[config.mk]
export PLATFORM = sky130hd
export DESIGN_NAME = sfx_sequencer
export DESIGN_NICKNAME = d
export VERILOG_FILES = /design/src/rtl/sfx_pkg.sv /design/src/rtl/sfx_tick_gen.sv /design/src/rtl/sfx_sequencer.sv
export SDC_FILE = /design/constraint.sdc
export NUM_CORES = 1
export LEC_CHECK = 0
export CAP_MARGIN = 0
export CORE_MARGIN = 3
export CORE_UTILIZATION = 60
export DETAILED_ROUTE_END_ITERATION = 16
export PLACE_DENSITY = 0.84
export SYNTH_ARGS = -nofsm -noshare
export SYNTH_HDL_FRONTEND = slang
export SYNTH_HIERARCHICAL = 1
export SYNTH_SLANG_ARGS = --single-unit
[constraint.sdc]
create_clock -name CLK100MHZ -period 3.1 [get_ports CLK100MHZ]
set_input_delay 0.62 -clock CLK100MHZ [delete_from_list [all_inputs] [get_ports CLK100MHZ]]
set_output_delay 0.62 -clock CLK100MHZ [all_outputs]
set_load 0.005 [all_outputs]
[src/rtl/sfx_pkg.sv]
// rtl/sfx_pkg.sv - shared types and constants for the sfx sequencer
// Purpose: state encoding, default tone durations and duration counter width.
// Optional feature macro: SFX_RETRIGGER_EN adds the GAP state used for jump retrigger.
package sfx_pkg;

    localparam int unsigned DUR_W           = 16;
    localparam int unsigned DEF_TICK_DIV    = 100000;
    localparam int unsigned DEF_JUMP_MS     = 150;
    localparam int unsigned DEF_DEATH_MS    = 1000;
    localparam int unsigned DEF_COOLDOWN_MS = 20;

    typedef enum logic [2:0] {
        S_IDLE     = 3'd0,
        S_JUMP     = 3'd1,
        S_DEATH    = 3'd2,
`ifdef SFX_RETRIGGER_EN
        S_GAP      = 3'd3,
`endif
        S_COOLDOWN = 3'd4
    } sfx_state_t;

endpackage

[src/rtl/sfx_tick_gen.sv]
// rtl/sfx_tick_gen.sv - duration tick prescaler
// Purpose: counts 0..TICK_DIV-1 and pulses tick on the last count.
// Ports:
//   clk    in  system clock
//   resetn in  synchronous active-low reset
//   clear  in  synchronous clear to 0 (wins over counting)
//   tick   out high for one cycle while the count equals TICK_DIV-1
module sfx_tick_gen #(
    parameter int unsigned TICK_DIV = 100000
) (
    input  logic clk,
    input  logic resetn,
    input  logic clear,
    output logic tick
);

    localparam int unsigned W = $clog2(TICK_DIV);
    localparam logic [W-1:0] LAST = W'(TICK_DIV - 1);

    logic [W-1:0] count;

    assign tick = (count == LAST);

    always_ff @(posedge clk) begin
        if (!resetn) begin
            count <= '0;
        end else if (clear || tick) begin
            count <= '0;
        end else begin
            count <= count + W'(1);
        end
    end

endmodule

[src/rtl/sfx_sequencer.sv]
// rtl/sfx_sequencer.sv - game event to sound request sequencer
// Purpose: turns jump/death event pulses into timed, prioritised jump/isdead
// request levels with an inter-sound cooldown.
// Optional feature macro: SFX_RETRIGGER_EN (jump during a jump tone restarts it
// after a 2-cycle GAP with both requests low).
// Ports:
//   CLK100MHZ  in  system clock
//   CPU_RESETN in  synchronous active-low reset
//   jump_evt   in  jump event, rising edge triggers
//   death_evt  in  death event, rising edge triggers
//   jump       out registered jump-tone request
//   isdead     out registered death-tone request
//   busy       out registered, high whenever not IDLE
module sfx_sequencer
    import sfx_pkg::*;
#(
    parameter int unsigned TICK_DIV    = DEF_TICK_DIV,
    parameter int unsigned JUMP_MS     = DEF_JUMP_MS,
    parameter int unsigned DEATH_MS    = DEF_DEATH_MS,
    parameter int unsigned COOLDOWN_MS = DEF_COOLDOWN_MS
) (
    input  logic CLK100MHZ,
    input  logic CPU_RESETN,
    input  logic jump_evt,
    input  logic death_evt,
    output logic jump,
    output logic isdead,
    output logic busy
);

    sfx_state_t       state;
    sfx_state_t       state_next;
    logic             jump_prev;
    logic             death_prev;
    logic             jump_edge;
    logic             death_edge;
    logic [DUR_W-1:0] dur_cnt;
    logic [DUR_W-1:0] load_val;
    logic             load;
    logic             tick;
    logic             expire;
`ifdef SFX_RETRIGGER_EN
    logic             gap_done;
`endif

    // Prev registers reset high so an event held through reset is not a trigger.
    assign jump_edge  = jump_evt & ~jump_prev;
    assign death_edge = death_evt & ~death_prev;
    assign expire     = tick && (dur_cnt == DUR_W'(1));

    sfx_tick_gen #(
        .TICK_DIV (TICK_DIV)
    ) u_tick_gen (
        .clk    (CLK100MHZ),
        .resetn (CPU_RESETN),
        .clear  (load),
        .tick   (tick)
    );

    always_comb begin
        state_next = state;
        case (state)
            S_IDLE: begin
                if (death_edge)      state_next = S_DEATH;
                else if (jump_edge)  state_next = S_JUMP;
            end
            S_JUMP: begin
                if (death_edge)      state_next = S_DEATH;
                else if (expire)     state_next = S_COOLDOWN;
`ifdef SFX_RETRIGGER_EN
                else if (jump_edge)  state_next = S_GAP;
`endif
            end
            S_DEATH: begin
                if (expire)          state_next = S_COOLDOWN;
            end
            S_COOLDOWN: begin
                if (death_edge)      state_next = S_DEATH;
                else if (expire)     state_next = S_IDLE;
            end
`ifdef SFX_RETRIGGER_EN
            S_GAP: begin
                if (death_edge)      state_next = S_DEATH;
                else if (gap_done)   state_next = S_JUMP;
            end
`endif
            default:                 state_next = S_IDLE;
        endcase
    end

    // Every entry into a timed state restarts the prescaler and reloads the
    // duration so the first tick is always a full one.
    always_comb begin
        load     = 1'b0;
        load_val = '0;
        if (state_next != state) begin
            case (state_next)
                S_JUMP:     begin load = 1'b1; load_val = DUR_W'(JUMP_MS);     end
                S_DEATH:    begin load = 1'b1; load_val = DUR_W'(DEATH_MS);    end
                S_COOLDOWN: begin load = 1'b1; load_val = DUR_W'(COOLDOWN_MS); end
                default:    begin load = 1'b0; load_val = '0;                  end
            endcase
        end
    end

    always_ff @(posedge CLK100MHZ) begin
        if (!CPU_RESETN) begin
            state      <= S_IDLE;
            jump_prev  <= 1'b1;
            death_prev <= 1'b1;
            dur_cnt    <= '0;
            jump       <= 1'b0;
            isdead     <= 1'b0;
            busy       <= 1'b0;
        end else begin
            state      <= state_next;
            jump_prev  <= jump_evt;
            death_prev <= death_evt;
            // Outputs decode the next state so they change on the same edge as the state.
            jump       <= (state_next == S_JUMP);
            isdead     <= (state_next == S_DEATH);
            busy       <= (state_next != S_IDLE);
            if (load) begin
                dur_cnt <= load_val;
            end else if (tick && (dur_cnt != '0)) begin
                dur_cnt <= dur_cnt - DUR_W'(1);
            end
        end
    end

`ifdef SFX_RETRIGGER_EN
    // GAP lasts exactly two cycles: gap_done is low on the first, high on the second.
    always_ff @(posedge CLK100MHZ) begin
        if (!CPU_RESETN) begin
            gap_done <= 1'b0;
        end else begin
            gap_done <= (state == S_GAP) && (state_next == S_GAP);
        end
    end
`endif

endmodule

* Word level (Yosys, flattened, before mapping)
Index checks and enable logic that the tools add are counted.
** Storage, ports and cells
- Flip-flop bits (word level) :: 41
- Output and inout bits :: 3
- Word-level logic and storage cells :: 46
** Cells by class
- Add/sub/neg operators :: 2
- Eq/ne operators :: 9
- Multiplexer cells :: 13
- Bitwise operators :: 5
- Reductions and logical operators :: 9
** Operators by type and width (count)
- 16-bit two-way mux :: 2
- 10-bit case mux with 3 select lines :: 1
- 3-bit two-way mux :: 6
- 17-bit by 1-bit adder with 17-bit output (second input constant) :: 1
- 17-bit == test (second input constant) :: 1
- 16-bit by 1-bit == test with 1-bit output (second input constant) :: 1
- 16-bit nonzero test :: 1
- 16-bit by 1-bit subtractor with 16-bit output (second input constant) :: 1
- 3-bit case mux with 4 select lines :: 1
- 10-bit two-way mux :: 1
- 3-bit by 1-bit == test with 1-bit output (second input constant) :: 2
- 3-bit by 2-bit == test with 1-bit output (second input constant) :: 2
- 3-bit == test (second input constant) :: 2
- 3-bit zero test :: 1
- 3-bit != test :: 1
- 1-bit inverter :: 3
- 3-bit nonzero test :: 1
- 3-bit OR reduction :: 1
- 1-bit bitwise AND :: 2
- 1-bit logical AND :: 2
- 1-bit two-way mux :: 2
- 2-bit nonzero test :: 1
- 2-bit OR reduction :: 1
- 1-bit logical OR :: 1

* Longest topological paths before layout
Gate-level depths: netlist of the first run.
- Depth in word-level cells :: 11
- Depth in mapped cells :: 10

* By module
The synthesis of the first run kept the hierarchy.
** By module, submodules not included
- sfx_sequencer :: times used 1, cells an instance 140, area an instance 1237.4 µm², seq. area each 480.5 µm²
- sfx_tick_gen :: times used 1, cells an instance 88, area an instance 788.3 µm², seq. area each 340.3 µm²

* Least setup slack after synthesis of the first run
No wires, ideal clock.
- Path kind :: register to register
- Start :: reg u_tick_gen.count[12]
- End :: reg busy
- Setup time :: 127 ps
- Arrival time :: 2475 ps
- Data required time :: 2973 ps
- Slack :: 498 ps
- Stages on the path, launching flop included :: 8
- Buffers on the path :: 0
- Clock period less this slack :: 2602 ps
- Cell sequence :: dfxtp_1 > or4b_1 > nor4_2 > nor4bb_1 > nand4_2 > a21o_1 > and3_4 > or3_1
** On the way
- Word-level cells in the longest chain between the ends :: 6
- Elaborated cells between the ends (all ways) :: 8
- Those cells by class :: eq/ne (1); mux (5); reduce/logical (2)
** Ends and longest elaborated chain
- from (decl) :: line sfx_tick_gen.sv:20 : logic [W-1:0] count;
- from (signal assigned) :: line sfx_tick_gen.sv:30 : count <= count + W'(1);
- 17-bit == test * :: line sfx_tick_gen.sv:22 : assign tick = (count == LAST);
- net tick :: line sfx_sequencer.sv:40 : logic tick;
- 1-bit logical AND * :: line sfx_sequencer.sv:49 : assign expire = tick && (dur_cnt == DUR_W'(1));
- 3-bit two-way mux, on equally long branches :: line sfx_sequencer.sv:79, sfx_sequencer.sv:69, sfx_sequencer.sv:75
- 3-bit two-way mux, on equally long branches :: line sfx_sequencer.sv:78, sfx_sequencer.sv:68
- 3-bit case mux with 4 select lines * :: line sfx_sequencer.sv:62 : case (state)
- 3-bit nonzero test * :: line sfx_sequencer.sv:122 : busy <= (state_next != S_IDLE);
- to (signal assigned) :: line sfx_sequencer.sv:122
- to (decl) :: line sfx_sequencer.sv:28 : output logic busy
Mark *: on every way through the listed nets, which the timed path passes. The rest lies on a longest branch.
A chain may end at the register's enable or synchronous reset.

* Final worst setup path of the first run
- Start :: reg u_tick_gen.count[0]
- End :: reg busy
Same word-level chain as after synthesis.

==> metrics.txt, run 1 <==
status=finished clean; CTS root buf=clkbuf_4; Worst Tran Pin Value=0.4726 ns; Total Power=0.9235 mW; Pwr per Cell Area=428.1 mW/mm²; full die area=0.004109 mm²; DRC violations left=0; Pleak=0.7331 nW; Mean Syn Cell Area=8.885 µm²; crit path from=u_tick_gen/count[0]; CTS HTree Levels=2; Unique masters post-synth=46; Setup CP Type=register to register; Final setup viols=0; Final Hold Fails=0; proportion of layout cells with a drive suffix above 1=0.07627; Arrival @ worst endpoint=2.97 ns; Flop pwr share=0.606; ratio of final minimum period to clock period=0.8771; largest net degree at the start of global routing=18; Initial Utilization=0.6476; Die Ht=64.11 µm; r2r setup slk=0.38 ns; Net Switching=0.2499 mW; synthesized cell area=0.002026 mm²; Post-Route WL=3529 µm; Yosys warnings=6; CTS Sinks=41; Worst-Skew Late Latency=0.35 ns; Area Overhead vs Synth=6.486%; routed via count=1567; RePlAce Congestion=0.8518; number of port buffers=6; Hold Path Class=register to register; Tot GR Track Use=0.1990; clk_skew=0.005957 ns; routed vias/inst=5.596; Die X-Extent=64.11 µm; first-pass GRT wire length=6479 µm; CP required=3.35 ns; maxcap violations=0; final setup margin=0.3811 ns; internal power=0.6735 mW; RR Endpoint=busy; worst slack, placed=0.2426 ns; Max Buffers Root-to-Sink=2; Inserted Diodes=0; post-CTS setup buffers=0; NumNets Final=243; Reg2Reg Depth=8; Storage cell area=820.8 µm²; CTS buffer count=5; fillers=267; Max-slew headroom=0.6840; Logic pwr share=0.116; post-layout min period=2.719 ns; hpwl dp=2594 µm; Worst Setup EP=busy; Remaining Overflow, GRT=0; Slew Viols, Final=0; sw frac=0.2707; Setup TNS=0 ns; Seq/Total Area, Yosys=0.4052; clock share of power=0.278; Syn Inst Count=228; VDD IR max=345.5 µV; post-route ant nets=0; crit-path max FO=6; CTS tree=done; Core Area=0.003128 mm²; Rows=20; worst reg2reg startpoint=u_tick_gen/count[0]; routed length per instance=12.60 µm; Worst-path clk slew=0.12 ns; Ports=7; Crit. End Element=register; RSZ-0062 raised after global routing=no; crit start category=register; DR iter-0 viols=110; total nets after synthesis=236; drt pass-1 iters=4; vias in the first global route=1480; Synth Register Bits=41; area of the multi-input gates=0.001121 mm²; initial antenna violation count=0; Max Clock Freq=367.8 MHz
[cells in the mapped netlist (all sizes together)]
master,instances,share of area
nand3b,1,0.0037
buf,2,0.015
o21a,3,0.011
a31oi,4,0.012
nor3b,3,0.011
o2111ai,1,0.0043
and2,3,0.0093
o31ai,2,0.0074
clkbuf,6,0.011
a21o,2,0.0074
dfxtp,41,0.41
xnor2,9,0.039
o21ai,8,0.020
inv,8,0.015
o31a,1,0.0043
nand4,9,0.031
nor2b,3,0.0093
or4,3,0.011
a21boi,1,0.0037
nand2b,7,0.022
nand3,10,0.025
nor3,8,0.020
nor4b,2,0.0086
or3b,1,0.0043
or2,2,0.0062
a21oi,9,0.022
nand2,9,0.017
and4,2,0.0086
o211ai,4,0.015
nor4,5,0.032
and3,4,0.015
or3,3,0.0093
nor4bb,1,0.0049
nor2,28,0.052
nand4b,2,0.0086
or4b,1,0.0049
xor2,15,0.065
ha,4,0.025
o32a,1,0.0049
[power by group through the flow]
stage	registers (mW)	logic, mW	clock network [mW]
floorplan	0.569	0.0869	0
global placement	0.571	0.105	0
detailed placement	0.571	0.107	0
CTS	0.560	0.107	0.267
global route	0.563	0.122	0.287
finish	0.560	0.107	0.256
[timing repair]
action | CTS | global route
resized for setup | 0 | 1
endpoints found under the setup margin | 0 | 17
hold buffers | 0 | 0
[critical path, stage by stage (launching register included)]
cell      delay [ns]
dfxtp_1         0.41
ha_1            0.24
nand4_1         0.24
nor4_2          0.35
nor4bb_1        0.37
nand4_2         0.23
a21o_1          0.26
and3_4          0.17
or3_1           0.34
[state kept, by name, summed over array words and instances (netlist names)]
signal / count
u_tick_gen/count: 17
dur_cnt: 16
state: 3
busy: 1
death_prev: 1
isdead: 1
jump: 1
jump_prev: 1
[final cells by class]
class                           instances  share of cell area
Sequential cell                        41              0.3805
Timing Repair Buffer                    8             0.03480
Clock buffer                            5             0.01740
Multi-Input combinational cell        171              0.5197
Inverter                                8             0.01392
Clock inverter                          3            0.008121
Tap cell                               44             0.02552
[metal layers]
layer	global-route usage	vias up	routed length, µm
met5	0	-	0
met4	0.1135	0	58
met3	0.04745	5	108
met2	0.3006	22	1614
met1	0.2588	712	1748
li1	-	828	-
[cell usage in the layout, fill, tap and decap left out, drive strengths merged, types with 5 or more instances in the layout]
cell	Yosys	layout
clkbuf	6	5
nand2	9	9
xor2	15	15
nor3	8	8
a21oi	9	9
nor4	5	5
dfxtp	41	41
xnor2	9	9
inv	8	8
o21ai	8	8
nor2	28	28
nand2b	7	7
nand3	10	10
nand4	9	9
clkdlybuf4s50	0	6
[logic make-up after synthesis]
family          synth area share
flops                     0.4052
buf+inv                  0.04138
simple gates              0.3126
xor+xnor                  0.1038
compound gates            0.1124
fa+ha+maj                0.02471
[through the flow]
step                      area [µm²]  cells  utilization  hold slack (ns)
after floorplan                 2026    228            -           0.4406
after global placement          2102    272       0.6720           0.4640
after detailed placement        2102    272       0.6720           0.4724
after CTS                       2157    280       0.6896           0.4984
after global routing            2157    280       0.6896           0.5257
final                           2157    280       0.6896           0.4934
[worst min path at each step]
stage	start	to	slack, ns	cells past startpoint
6_report	u_tick_gen/count[16]	u_tick_gen/count[16]	0.49	2
2_1_floorplan	u_tick_gen/count[0]	u_tick_gen/count[0]	0.44	1
4_1_cts	u_tick_gen/count[16]	u_tick_gen/count[16]	0.50	2
3_5_place_dp	u_tick_gen/count[0]	u_tick_gen/count[0]	0.47	1
3_3_place_gp	u_tick_gen/count[0]	u_tick_gen/count[0]	0.46	1
5_1_grt	u_tick_gen/count[16]	u_tick_gen/count[16]	0.53	2
No activity file was read; power rests on OpenSTA's default activity.
==> inputs of run 2 (changes only) <==
Settings changed: GPL_TIMING_DRIVEN set to 0.
==> metrics.txt, run 2 (same netlist as run 1, synthesis figures left out) <==
Slew Viols, Final=0 (unchanged); Layout Cells excl Fill=286 (+2.1%); crit-path max FO=6 (unchanged); Max Clock Freq=344.5 MHz (-6.3%); CTS Sinks=41 (unchanged); Hold EP=u_tick_gen/count[0]; first-pass GRT wire length=6451 µm (-0.43%); CTS buffer count=5 (unchanged); CP required=3.33 ns (-0.02 ns); post-route ant nets=0 (unchanged); Flop pwr share=0.602 (-0.004); worst slack, placed=0.1040 ns (-0.1386 ns); Logic pwr share=0.127 (+0.011); full die area=0.004109 mm² (unchanged); hold_sp=u_tick_gen/count[0]; Setup TNS=0 ns (unchanged); status=finished clean; CTS HTree Levels=2 (unchanged); Ports=7 (unchanged); vias in the first global route=1540 (+4.1%); Hold Path Cell Cnt=1 (-1); number of port buffers=6 (unchanged); Placement Cell Area=0.002141 mm² (+1.8%); Die Ht=64.11 µm (unchanged); most frequent cells in the layout=dfxtp_1 (41), nor2_1 (28), xor2_1 (15); Crit. End Element=register; Remaining Overflow, GRT=0 (unchanged); Inserted Diodes=0 (unchanged); proportion of layout cells with a drive suffix above 1=0.06612 (-0.01016); Arrival @ worst endpoint=3.14 ns (+0.17 ns); post-CTS setup buffers=0 (unchanged); Rows=20 (unchanged); clock share of power=0.271 (-0.007); Worst-Skew Late Latency=0.34 ns (about the same); CTS root buf=clkbuf_4; Hold Path Class=register to register; max FFs per register=17 (unchanged); internal power=0.6819 mW (+1.2%); RePlAce Congestion=0.8672 (+1.8%); Pwr per Cell Area=422.8 mW/mm² (-1.2%); initial antenna violation count=0 (unchanged); Setup CP Type=register to register; RSZ-0062 raised after global routing=no; Top reg by flops=u_tick_gen/count; Initial Utilization=0.6476 (unchanged); Final Hold Slack=0.4940 ns (+0.0005320 ns); DRC violations left=0 (unchanged); drt pass-1 iters=4 (unchanged); hpwl dp=2676 µm (+3.1%); Finished Core Util=0.7036 (+0.01400); r2r setup slk=0.20 ns (-0.18 ns); maxcap violations=0 (unchanged); Max Buffers Root-to-Sink=2 (unchanged); Worst-path clk slew=0.12 ns (about the same); NumNets Final=249 (+2.5%); Final setup viols=0 (unchanged); Pleak=0.7476 nW (+2.0%); routed length per instance=12.64 µm (+0.29%); VDD IR max=319.1 µV (-7.7%); routed via count=1626 (+3.8%); Placed Cells=278 (+2.2%); Worst Tran Pin Value=0.4127 ns (-0.05990 ns); Net Switching=0.2486 mW (-0.54%); DR iter-0 viols=115 (+4.5%); Tot GR Track Use=0.1953 (-0.003624); CTS tree=done; final setup margin=0.1970 ns (-0.1842 ns); clk_skew=0.006365 ns (+0.0004080 ns); Post-Route WL=3615 µm (+2.4%); commonest non-fill, non-tap cell in the layout=dfxtp_1; Max-slew headroom=0.7248 (+0.04082); Die X-Extent=64.11 µm (unchanged); Area Overhead vs Synth=8.647%; sw frac=0.2672 (-0.003501); routed vias/inst=5.685 (+1.6%); worst reg2reg startpoint=u_tick_gen/count[11]; Final Hold Fails=0 (unchanged); Largest regs=u_tick_gen/count: 17 flops, dur_cnt: 16 flops, state: 3 flops; post-layout min period=2.903 ns (+0.1842 ns); Total Power=0.9305 mW (+0.76%); largest net degree at the start of global routing=13 (-5); Core Area=0.003128 mm² (unchanged); Final Cell Area=0.002201 mm² (+2.0%); Reg2Reg Depth=7 (-1); ratio of final minimum period to clock period=0.9365 (+0.05941); crit start category=register; RR Endpoint=busy
[run 2: cell types whose count changed in the layout (fill, tap and decap cells not counted)]
cell | before | now
nor4_2 | 3 | 2
buf_4 | 2 | 0
or3b_1 | 0 | 1
or3b_2 | 1 | 0
buf_6 | 0 | 1
clkbuf_1 | 0 | 7
nor4_4 | 1 | 2
clkinvlp_4 | 1 | 0
buf_12 | 0 | 1
[run 2: timing repair]
item,in CTS,in global routing
resized for setup,0,1
endpoints found under the setup margin,0,19
hold buffers,0,0
[run 2: layout make-up]
class,count,area (µm²)
repair buffers,6,60.06
clock buffers,6,41.29
plain buffers,8,53.80
well taps,44,55.05
flip-flops and latches,41,820.8
fillers,269,927.1
clock inverters,2,10.01
multi-input cells,171,1130
inverters,8,30.03
[run 2: how the worst max path moves through the flow]
stage | from | end | cells after the start
after floorplan | u_tick_gen/count[12] | busy | 7
after global placement | u_tick_gen/count[0] | busy | 8
after detailed placement | u_tick_gen/count[0] | busy | 8
after CTS | u_tick_gen/count[0] | busy | 8
after global routing | u_tick_gen/count[0] | busy | 8
final | u_tick_gen/count[11] | busy | 7
[run 2: critical path: stages (launching register included)]
cell,delay (ns)
dfxtp_1,0.37
or4_1,0.59
nor4_4,0.42
nor4bb_1,0.38
nand4_2,0.24
a21oi_1,0.32
nor2b_1,0.09
or3_1,0.38
[run 2: routing by layer]
layer  up-vias  global-route usage  share of wire
met5         -                   0              0
met4         0             0.08707          0.014
met3         6             0.05097          0.039
met2        31              0.3097           0.46
met1       754              0.2489           0.48
li1        835                   -              -
[run 2: power by group through the flow]
stage          logic, mW  registers (mW)  clock network [mW]
3_5_place_dp       0.117           0.572                   0
3_3_place_gp       0.115           0.571                   0
5_1_grt            0.134           0.563               0.283
6_report           0.118           0.560               0.252
2_1_floorplan     0.0869           0.569                   0
4_1_cts            0.118           0.560               0.262
==> inputs of run 3 (changes only) <==
Settings changed: CORE_UTILIZATION 60 to 63, CTS_BUF_LIST set to sky130_fd_sc_hd__clkbuf_4 sky130_fd_sc_hd__clkbuf_8, PLACE_DENSITY 0.84 to 0.88.
==> metrics.txt, run 3 (same netlist as run 1, synthesis figures left out) <==
status=finished clean; Max Clock Freq=348.6 MHz (+1.2%); Inserted Diodes=0 (unchanged); CTS tree=done; sw frac=0.2623 (-0.004907); Top reg by flops=u_tick_gen/count; routed length per instance=12.85 µm (+1.6%); Tot GR Track Use=0.2049 (+0.009517); CP cell instances=or4_1, nor4_4, nor4bb_1, nand4_2, a21o_1, and3_4, or3_1; slowest CP cell=or4_1; most frequent cells in the layout=dfxtp_1 (41), nor2_1 (28), xor2_1 (15); Worst Tran Pin Value=0.4138 ns (+0.001029 ns); vias in the first global route=1482 (-3.8%); Hold Path Class=register to register; drt pass-1 iters=4 (unchanged); CP peak stage delay=0.57 ns (-0.02 ns); ratio of final minimum period to clock period=0.9253 (-0.01116); Worst-path clk slew=0.11 ns (about the same); Final Hold Slack=0.4952 ns (+0.001176 ns); maxcap violations=0 (unchanged); Rows=19 (-5.0%); CTS HTree Levels=2 (unchanged); NumNets Final=249 (unchanged); Net Switching=0.2455 mW (-1.3%); max FFs per register=17 (unchanged); post-route ant nets=0 (unchanged); Pwr per Cell Area=425.0 mW/mm² (+0.54%); Setup CP Type=register to register; Worst-Skew Late Latency=0.35 ns (about the same); CTS buffer count=5 (unchanged); Flop pwr share=0.598 (-0.004); Ports=7 (unchanged); hpwl dp=2594 µm (-3.1%); Slew Viols, Final=0 (unchanged); Pleak=0.7510 nW (+0.46%); CTS Sinks=41 (unchanged); internal power=0.6905 mW (+1.3%); commonest non-fill, non-tap cell in the layout=dfxtp_1; Die X-Extent=62.71 µm (-2.2%); Total Power=0.9360 mW (+0.59%); crit-path max FO=6 (unchanged); hold buffers post-CTS=0 (unchanged); Core Area=0.002900 mm² (-7.3%); Area Overhead vs Synth=8.709% (about the same); Arrival @ worst endpoint=3.10 ns (-0.04 ns); crit start category=register; Largest regs=u_tick_gen/count: 17 flops, dur_cnt: 16 flops, state: 3 flops; largest net degree at the start of global routing=13 (unchanged); Final setup viols=0 (unchanged); fillers=210 (-22%); Remaining Overflow, GRT=0 (unchanged); first-pass GRT wire length=6403 µm (-0.74%); Logic pwr share=0.125 (-0.002); post-layout min period=2.868 ns (-0.03461 ns); Crit. End Element=register; initial antenna violation count=0 (unchanged); CTS root buf=clkbuf_4; RSZ-0062 raised after global routing=no; Die Ht=62.71 µm (-2.2%); number of port buffers=6 (unchanged); worst path bufs/invs=0 (unchanged); full die area=0.003932 mm² (-4.3%); Storage cell area=820.8 µm² (unchanged); Final Hold Fails=0 (unchanged); Setup TNS=0 ns (unchanged); routed via count=1597 (-1.8%); proportion of layout cells with a drive suffix above 1=0.07025 (+0.004132); RePlAce Congestion=0.8108 (-6.5%); DR iter-0 viols=149 (+30%); CP required=3.34 ns (about the same); clk_skew=0.005835 ns (-0.0005296 ns); DRC violations left=0 (unchanged); VDD IR max=456.0 µV (+43%); Initial Utilization=0.6984 (+0.05085); Worst path top cell family by delay=simple AND/OR/NAND/NOR gates; clock share of power=0.276 (+0.005); Max Buffers Root-to-Sink=2 (unchanged); routed vias/inst=5.623 (-1.1%); area of the multi-input gates=0.001130 mm² (unchanged); Max-slew headroom=0.7218 (-0.003044); Post-Route WL=3648 µm (+0.91%)
run 3: changes by cell type in the layout (fill, tap and decap cells not counted):
cell      before  now
clkbuf_1       7    6
clkbuf_4       5    6
run 3: stage by stage:
step / worst slack [ns] / util / cells / instance area [µm²]
2_1_floorplan: 0.4983 / - / 228 / 2026
3_3_place_gp: 0.1744 / 0.7373 / 276 / 2138
3_5_place_dp: 0.1583 / 0.7373 / 276 / 2138
4_1_cts: 0.08100 / 0.7563 / 284 / 2193
5_1_grt: 0.05161 / 0.7593 / 284 / 2202
6_report: 0.2316 / 0.7593 / 284 / 2202
run 3: path summary, 6_finish.rpt:
check                      start                  end  slack [ns]  cells past startpoint
min          u_tick_gen/count[0]  u_tick_gen/count[0]        0.50                      1
min reg2reg  u_tick_gen/count[0]  u_tick_gen/count[0]        0.50                      1
max reg2reg  u_tick_gen/count[8]                 busy        0.23                      7
max          u_tick_gen/count[8]                 busy        0.23                      7
run 3: worst register-to-register path: stages, from the launching register on:
cell      delay (ns)
dfxtp_1         0.39
or4_1           0.57
nor4_4          0.42
nor4bb_1        0.38
nand4_2         0.23
a21o_1          0.25
and3_4          0.17
or3_1           0.34
run 3: power by group through the flow:
| stage | Combinational [mW] | Sequential [mW] | Clock, mW |
|---|---|---|---|
| floorplan | 0.0869 | 0.569 | 0 |
| CTS | 0.117 | 0.560 | 0.270 |
| detailed placement | 0.116 | 0.572 | 0 |
| global placement | 0.115 | 0.571 | 0 |
| global route | 0.133 | 0.563 | 0.295 |
| finish | 0.117 | 0.560 | 0.259 |
run 3: what timing repair did:
action                                  4_1_cts  5_1_grt
gates resized for setup                       0        1
endpoints found under the setup margin        0       18
buffers inserted                              0        0
run 3: layout make-up:
cell class | count | area share
Multi-Input combinational cell | 171 | 0.5131
Clock inverter | 2 | 0.004545
Buffer | 8 | 0.02443
Clock buffer | 6 | 0.02045
Sequential cell | 41 | 0.3727
Tap cell | 42 | 0.02386
Inverter | 8 | 0.01364
Timing Repair Buffer | 6 | 0.02727
run 3: routing by layer:
| metal | part of all wire | track usage | vias up |
|---|---|---|---|
| met5 | 0 | 0 | - |
| met4 | 0.021 | 0.1019 | 0 |
| met3 | 0.029 | 0.06115 | 6 |
| met2 | 0.45 | 0.3142 | 18 |
| met1 | 0.50 | 0.2606 | 730 |
| li1 | - | - | 843 |
==> edit 1, RTL diff (flow settings as in run 2) <==
Encoding of `sfx_state_t`: now one-hot (4 bits for 4 states).
--- a/src/rtl/sfx_pkg.sv
+++ b/src/rtl/sfx_pkg.sv
@@ -9,14 +9,14 @@
     localparam int unsigned DEF_DEATH_MS    = 1000;
     localparam int unsigned DEF_COOLDOWN_MS = 20;
 
-    typedef enum logic [2:0] {
-        S_IDLE     = 3'd0,
-        S_JUMP     = 3'd1,
-        S_DEATH    = 3'd2,
+    typedef enum logic [3:0] {
+        S_IDLE     = 4'b0001,
+        S_JUMP     = 4'b0010,
+        S_DEATH    = 4'b0100,
 `ifdef SFX_RETRIGGER_EN
         S_GAP      = 3'd3,
 `endif
-        S_COOLDOWN = 3'd4
+        S_COOLDOWN = 4'b1000
     } sfx_state_t;
 
 endpackage
Check against the original RTL: no difference found for any inputs over 10 cycles, from zero or initial values and one cycle with CPU_RESETN low; not proved beyond that.
==> edit 1 against run 2 <==
Maximum frequency is 3.1% lower. Cell area is 15% higher. Largest cell class unchanged. Sequential share of layout area is 4.0 points lower. Utilization is 2.7 points higher. Worst setup slack worse by 0.091 ns. Critical path type unchanged. Synthesized area is 10% higher. Total power is 23% higher. Sequential cell count is 1 higher. Routed wire length is 37% higher.
==> edit 1: results (changes against run 2) <==
stage,metric,value,unit,change
route,wl_per_cell,15.0,um,+19%
grt,grt_pass1_vias,1926,,+25%
cells_and_area,buffer_area_share,7.45,%,+2.3 points
synthesis,netlist_top_cells_count,"dfxtp_1 (42), nor2_1 (41), xnor2_1 (14)",,
power_and_ir_drop,p_comb,221,uW,+87%
grt,grt_usage,24.8,%,+5.3 points
setup_path,max_stage_delay,0.54,ns,-0.05 ns
cells_and_area,seq_area_share,33.3,%,-4.0 points
cells_and_area,multi_input_area_share,52.4,%,+1.0 points
cells_and_area,inverters,9,,+1
placement,pre_cts_slack,-0.286,ns,-0.390 ns
power_and_ir_drop,leakagePower,0.000893,uW,+19%
grt,grt_max_degree,12,,-1
cells_and_area,nFillCells,285,,+5.9%
timing,worst_slack,0.106,ns,-0.0914 ns
synthesis,ys_top_cells_by_area,"dfxtp_1 (38%), nor2_1 (6.9%), xnor2_1 (5.5%)",,
setup_path,cp_slowest_cell,or4b_4,,
synthesis,synth-compound-area-share,15.5,%,+4.3 points
route,viasPerCell,6.21,,+9.2%
synthesis,ys_seq_elements,42,,+2.4%
clock_tree,cts_root_buf,clkbuf_8,,
synthesis,seq_area_frac_synth,37.6,%,-2.9 points
clock_tree,clk_pin_slew,0.07,ns,-0.05 ns
timing,hold_ws,0.455,ns,-0.0386 ns
grt,grtUsageMet3,6.24,%,+1.1 points
synthesis,syn-num-nets,273,,+16%
synthesis,synthAdderAreaFrac,2.24,%,-0.23 points
timing,slew_headroom,44.8,%,-28 points
power_and_ir_drop,pwr-share-seq,50.8,%,-9.4 points
power_and_ir_drop,power.density,453,nW/um^2,+7.1%
outcome,outcome,"finished, final reports clean",,
setup_path,setup.worst_path.end,u_tick_gen/count[12]$_SDFF_PP0_,,
grt,grtUsageMet2,39.3,%,+8.3 points
timing,skew,0.00882,ns,+0.00246 ns
setup_path,reg2reg_from,u_tick_gen/count[12]$_SDFF_PP0_,,
synthesis,synthDistinctLibCells,54,,+17%
cells_and_area,comb.multi_input.count,203,,+19%
placement,hpwl,3.41,mm,+28%
min_path,worstHoldEndpoint,u_tick_gen/count[0]$_SDFF_PP0_,,
cells_and_area,reg_top3,"u_tick_gen/count x17, dur_cnt x16, state x4",,
placement,globalplace.congestion,0.889,,+2.5%
clock_tree,insertion_delay,0.29,ns,-0.05 ns
cells_and_area,n_all_buffers,25,,+11
route,initialDrtViolationCount,264,,+130%
cells_and_area,final_nets,294,,+18%
setup_path,cp_max_fo,10,,+4
cells_and_area,clock_area_share,3.26,%,+0.93 points
setup_path,worstPathArrival,3.22,ns,+0.08 ns
grt,grt_util_met1,31.1,%,+6.3 points
==> edit 1: changes by cell type after synthesis, moves of 3 or more <==
cell      before  now
a21oi_1        9   13
and3_1         3    6
nor3b_1        3    0
nor4_1         1    8
nand2_1        9   13
or2_2          1    5
xor2_1        15    8
nand2b_1       7    2
xnor2_1        9   14
o211ai_1       4    0
nor2_1        28   41
a211oi_1       0    3
==> edit 1: metrics by stage <==
stage	area [um^2]	util [%]	std cells	TNS (ns)
floorplan	2250	-	265	0
global placement	2370	68.2	317	-3.05
detailed placement	2370	68.2	317	-3.88
CTS	2490	71.7	327	0
global route	2530	73.1	331	-0.00162
finish	2530	73.1	331	0
==> edit 1: per-layer routing <==
metal	up-vias	part of all wire, %
met5	-	0
met4	0	2.2
met3	14	6.6
met2	86	46
met1	951	45
li1	1004	-
==> edit 1: timing repair <==
item                       CTS  global route
setup endpoints to repair   17            17
pin swaps                    5             6
resized for setup            2             9
buffers inserted             4             5
==> edit 2, RTL diff (config.mk and constraints of run 2) <==
Made on the original files. The package constant `DEF_TICK_DIV` goes from 100000 to 200000.
--- a/src/rtl/sfx_pkg.sv
+++ b/src/rtl/sfx_pkg.sv
@@ -4,7 +4,7 @@
 package sfx_pkg;
 
     localparam int unsigned DUR_W           = 16;
-    localparam int unsigned DEF_TICK_DIV    = 100000;
+    localparam int unsigned DEF_TICK_DIV    = 200000;
     localparam int unsigned DEF_JUMP_MS     = 150;
     localparam int unsigned DEF_DEATH_MS    = 1000;
     localparam int unsigned DEF_COOLDOWN_MS = 20;
Formal check against the unedited RTL: same outputs for any inputs over 10 cycles, from zero or initial values and one cycle with CPU_RESETN low; that may be too few to reach the edited logic, so the function may still have changed.
==> edit 2 against run 2 <==
Maximum frequency grew 8.4%. Cell area rose by 3.2%. Routed wire length rose by 8.4%. Total power grew 5.3%. Synthesized area up 2.8%. Cell count up 1.7%. Count of clock-buffer cells in the layout stayed put. Sequential cell count up 1. Worst setup slack gained 0.23 ns. Synthesized cell count rose by 2.2%. Critical endpoint unchanged. Largest cell class unchanged. Largest power group unchanged.
==> edit 2: results (changes against run 2) <==
stage,metric,value,unit,change
synthesis,netlist_top_cells_count,"dfxtp_1 (42), nor2_1 (29), xor2_1 (20)",,
clock_tree,clockBufferDepth,2,,unchanged
route,vias,1692,,+4.1%
synthesis,netlist_instances,233,,+2.2%
min_path,worstHoldEndpoint,u_tick_gen/count[0]$_SDFF_PP0_,,
synthesis,synthDistinctLibCells,46,,unchanged
min_path,min_path_cells,1,,unchanged
min_path,holdCritPathClass,reg2reg,,
placement,pre_cts_slack,0.190,ns,+0.0857 ns
synthesis,ys_warn_count,6,,unchanged
placement,portBuffers,6,,unchanged
clock_tree,cts_root_buf,clkbuf_4,,
placement,globalplace.congestion,0.860,,-0.89%
grt,grt_max_degree,14,,+1
grt,antenna_found_initial,0,,unchanged
grt,grt_usage,21.1,%,+1.5 points
cells_and_area,drive_above_1_share,8.10,%,+1.5 points
power_and_ir_drop,peakVddDrop,0.000374,V,+17%
setup_path,reg2regPathDepth,9,,+2
clock_tree,cts_made_buffers,5,,unchanged
min_path,min_from,u_tick_gen/count[0]$_SDFF_PP0_,,
clock_tree,htree_levels,2,,unchanged
setup_path,r2r_end,busy$_SDFF_PN0_,,
power_and_ir_drop,leakagePower,0.000804,uW,+7.6%
grt,grt_pass1_vias,1561,,+1.4%
route,routed_wirelength,3.92,mm,+8.4%
grt,grt_pass1_wl,6.96,mm,+7.8%
clock_tree,clk_pin_slew,0.13,ns,
timing,tightest_slew,0.475,ns,+0.0627 ns
synthesis,synthArstFlopShare,0,%,unchanged
placement,placed_cells,283,,+1.8%
clock_tree,insertion_delay,0.36,ns,+0.02 ns
setup_path,rrSetupSlack,0.42,ns,+0.23 ns
route,initialDrtViolationCount,111,,-3.5%
synthesis,syn-num-nets,241,,+2.1%
placement,postPlaceCellArea,2200,um^2,+2.6%
cells_and_area,insertedDiodeCount,0,,unchanged
cells_and_area,reg_top3,"u_tick_gen/count x18, dur_cnt x16, state x3",,
synthesis,seq_area_frac_synth,40.4,%,-0.13 points
setup_path,worstPathArrival,2.94,ns,-0.20 ns
route,first_pass_iters,4,,unchanged
synthesis,ys_top_cells_by_area,"dfxtp_1 (40%), xor2_1 (8.4%), nor2_1 (5.2%)",,
setup_path,worstSetupStartpoint,u_tick_gen/count[2]$_SDFF_PP0_,,
cells_and_area,fin_cells,291,,+1.7%
timing,skew,0.0117,ns,+0.00534 ns
cells_and_area,final_nets,254,,+2.0%
outcome,outcome,"finished, final reports clean",,
setup_path,cp_max_fo,8,,+2
placement,hpwl,2.75,mm,+2.9%
## edit 2: worst max-delay path: stages (launching register included)
cell	delay [ns]
dfxtp_1	0.44
and4_1	0.22
buf_4	0.17
nand2_4	0.09
nor3_2	0.30
nor4bb_2	0.38
nand4_2	0.22
a21oi_1	0.32
nor2b_1	0.09
or3_1	0.36
## edit 2: how the worst max path moves through the flow
stage,to,slack (ns),depth (start not counted)
after floorplan,busy$_SDFF_PN0_,0.62,9
after global placement,u_tick_gen/count[3]$_SDFF_PP0_,0.30,11
after detailed placement,busy$_SDFF_PN0_,0.19,9
after CTS,u_tick_gen/count[2]$_SDFF_PP0_,0.17,11
after global routing,busy$_SDFF_PN0_,0.11,8
final,busy$_SDFF_PN0_,0.42,9
## edit 2: metrics by stage
stage | util [%] | hold WS [ns]
after floorplan | - | 0.436
after CTS | 71.1 | 0.488
after detailed placement | 69.1 | 0.459
after global placement | 69.1 | 0.452
final | 71.5 | 0.481
after global routing | 71.5 | 0.504
## edit 2: kinds of logic (layout without fill, tap and decap cells)
family	after synthesis	after routing	share of synthesized area [%]
flip-flops	42	42	40.4
buffers and inverters	16	30	3.49
AND/OR/NAND/NOR	110	110	31.2
adder cells (fa/ha/maj)	4	4	2.40
XOR/XNOR	26	26	10.9
AO/OA/AOI/OAI	35	35	11.6
## edit 2: routing by layer
layer | global-route usage [%] | up-vias | wire (um)
met5 | 0 | - | 0
met2 | 33.8 | 20 | 1870
li1 | - | 857 | -
met4 | 7.92 | 0 | 64
met1 | 26.1 | 809 | 1840
met3 | 6.93 | 6 | 142
## edit 2: power by group
part	switching (uW)	internal [uW]	total (uW)
Clock	179	109	288
Combinational	69.5	48.9	118
Sequential	16.4	557	573
## edit 2: area by class of cell
type	instances	area [um^2]
clock inverter	2	12.5
timing repair buffer	6	60.1
sequential	42	841
multi-input combinational	175	1180
clock buffer	6	51.3
buffer	8	42.5
inverter	8	30.0
fill	258	906
tap	44	55.1
## edit 2: what timing repair did
| item | in CTS | in global routing |
|---|---|---|
| endpoints found under the setup margin | 0 | 18 |
| resized for setup | 0 | 2 |
| buffers inserted | 0 | 0 |
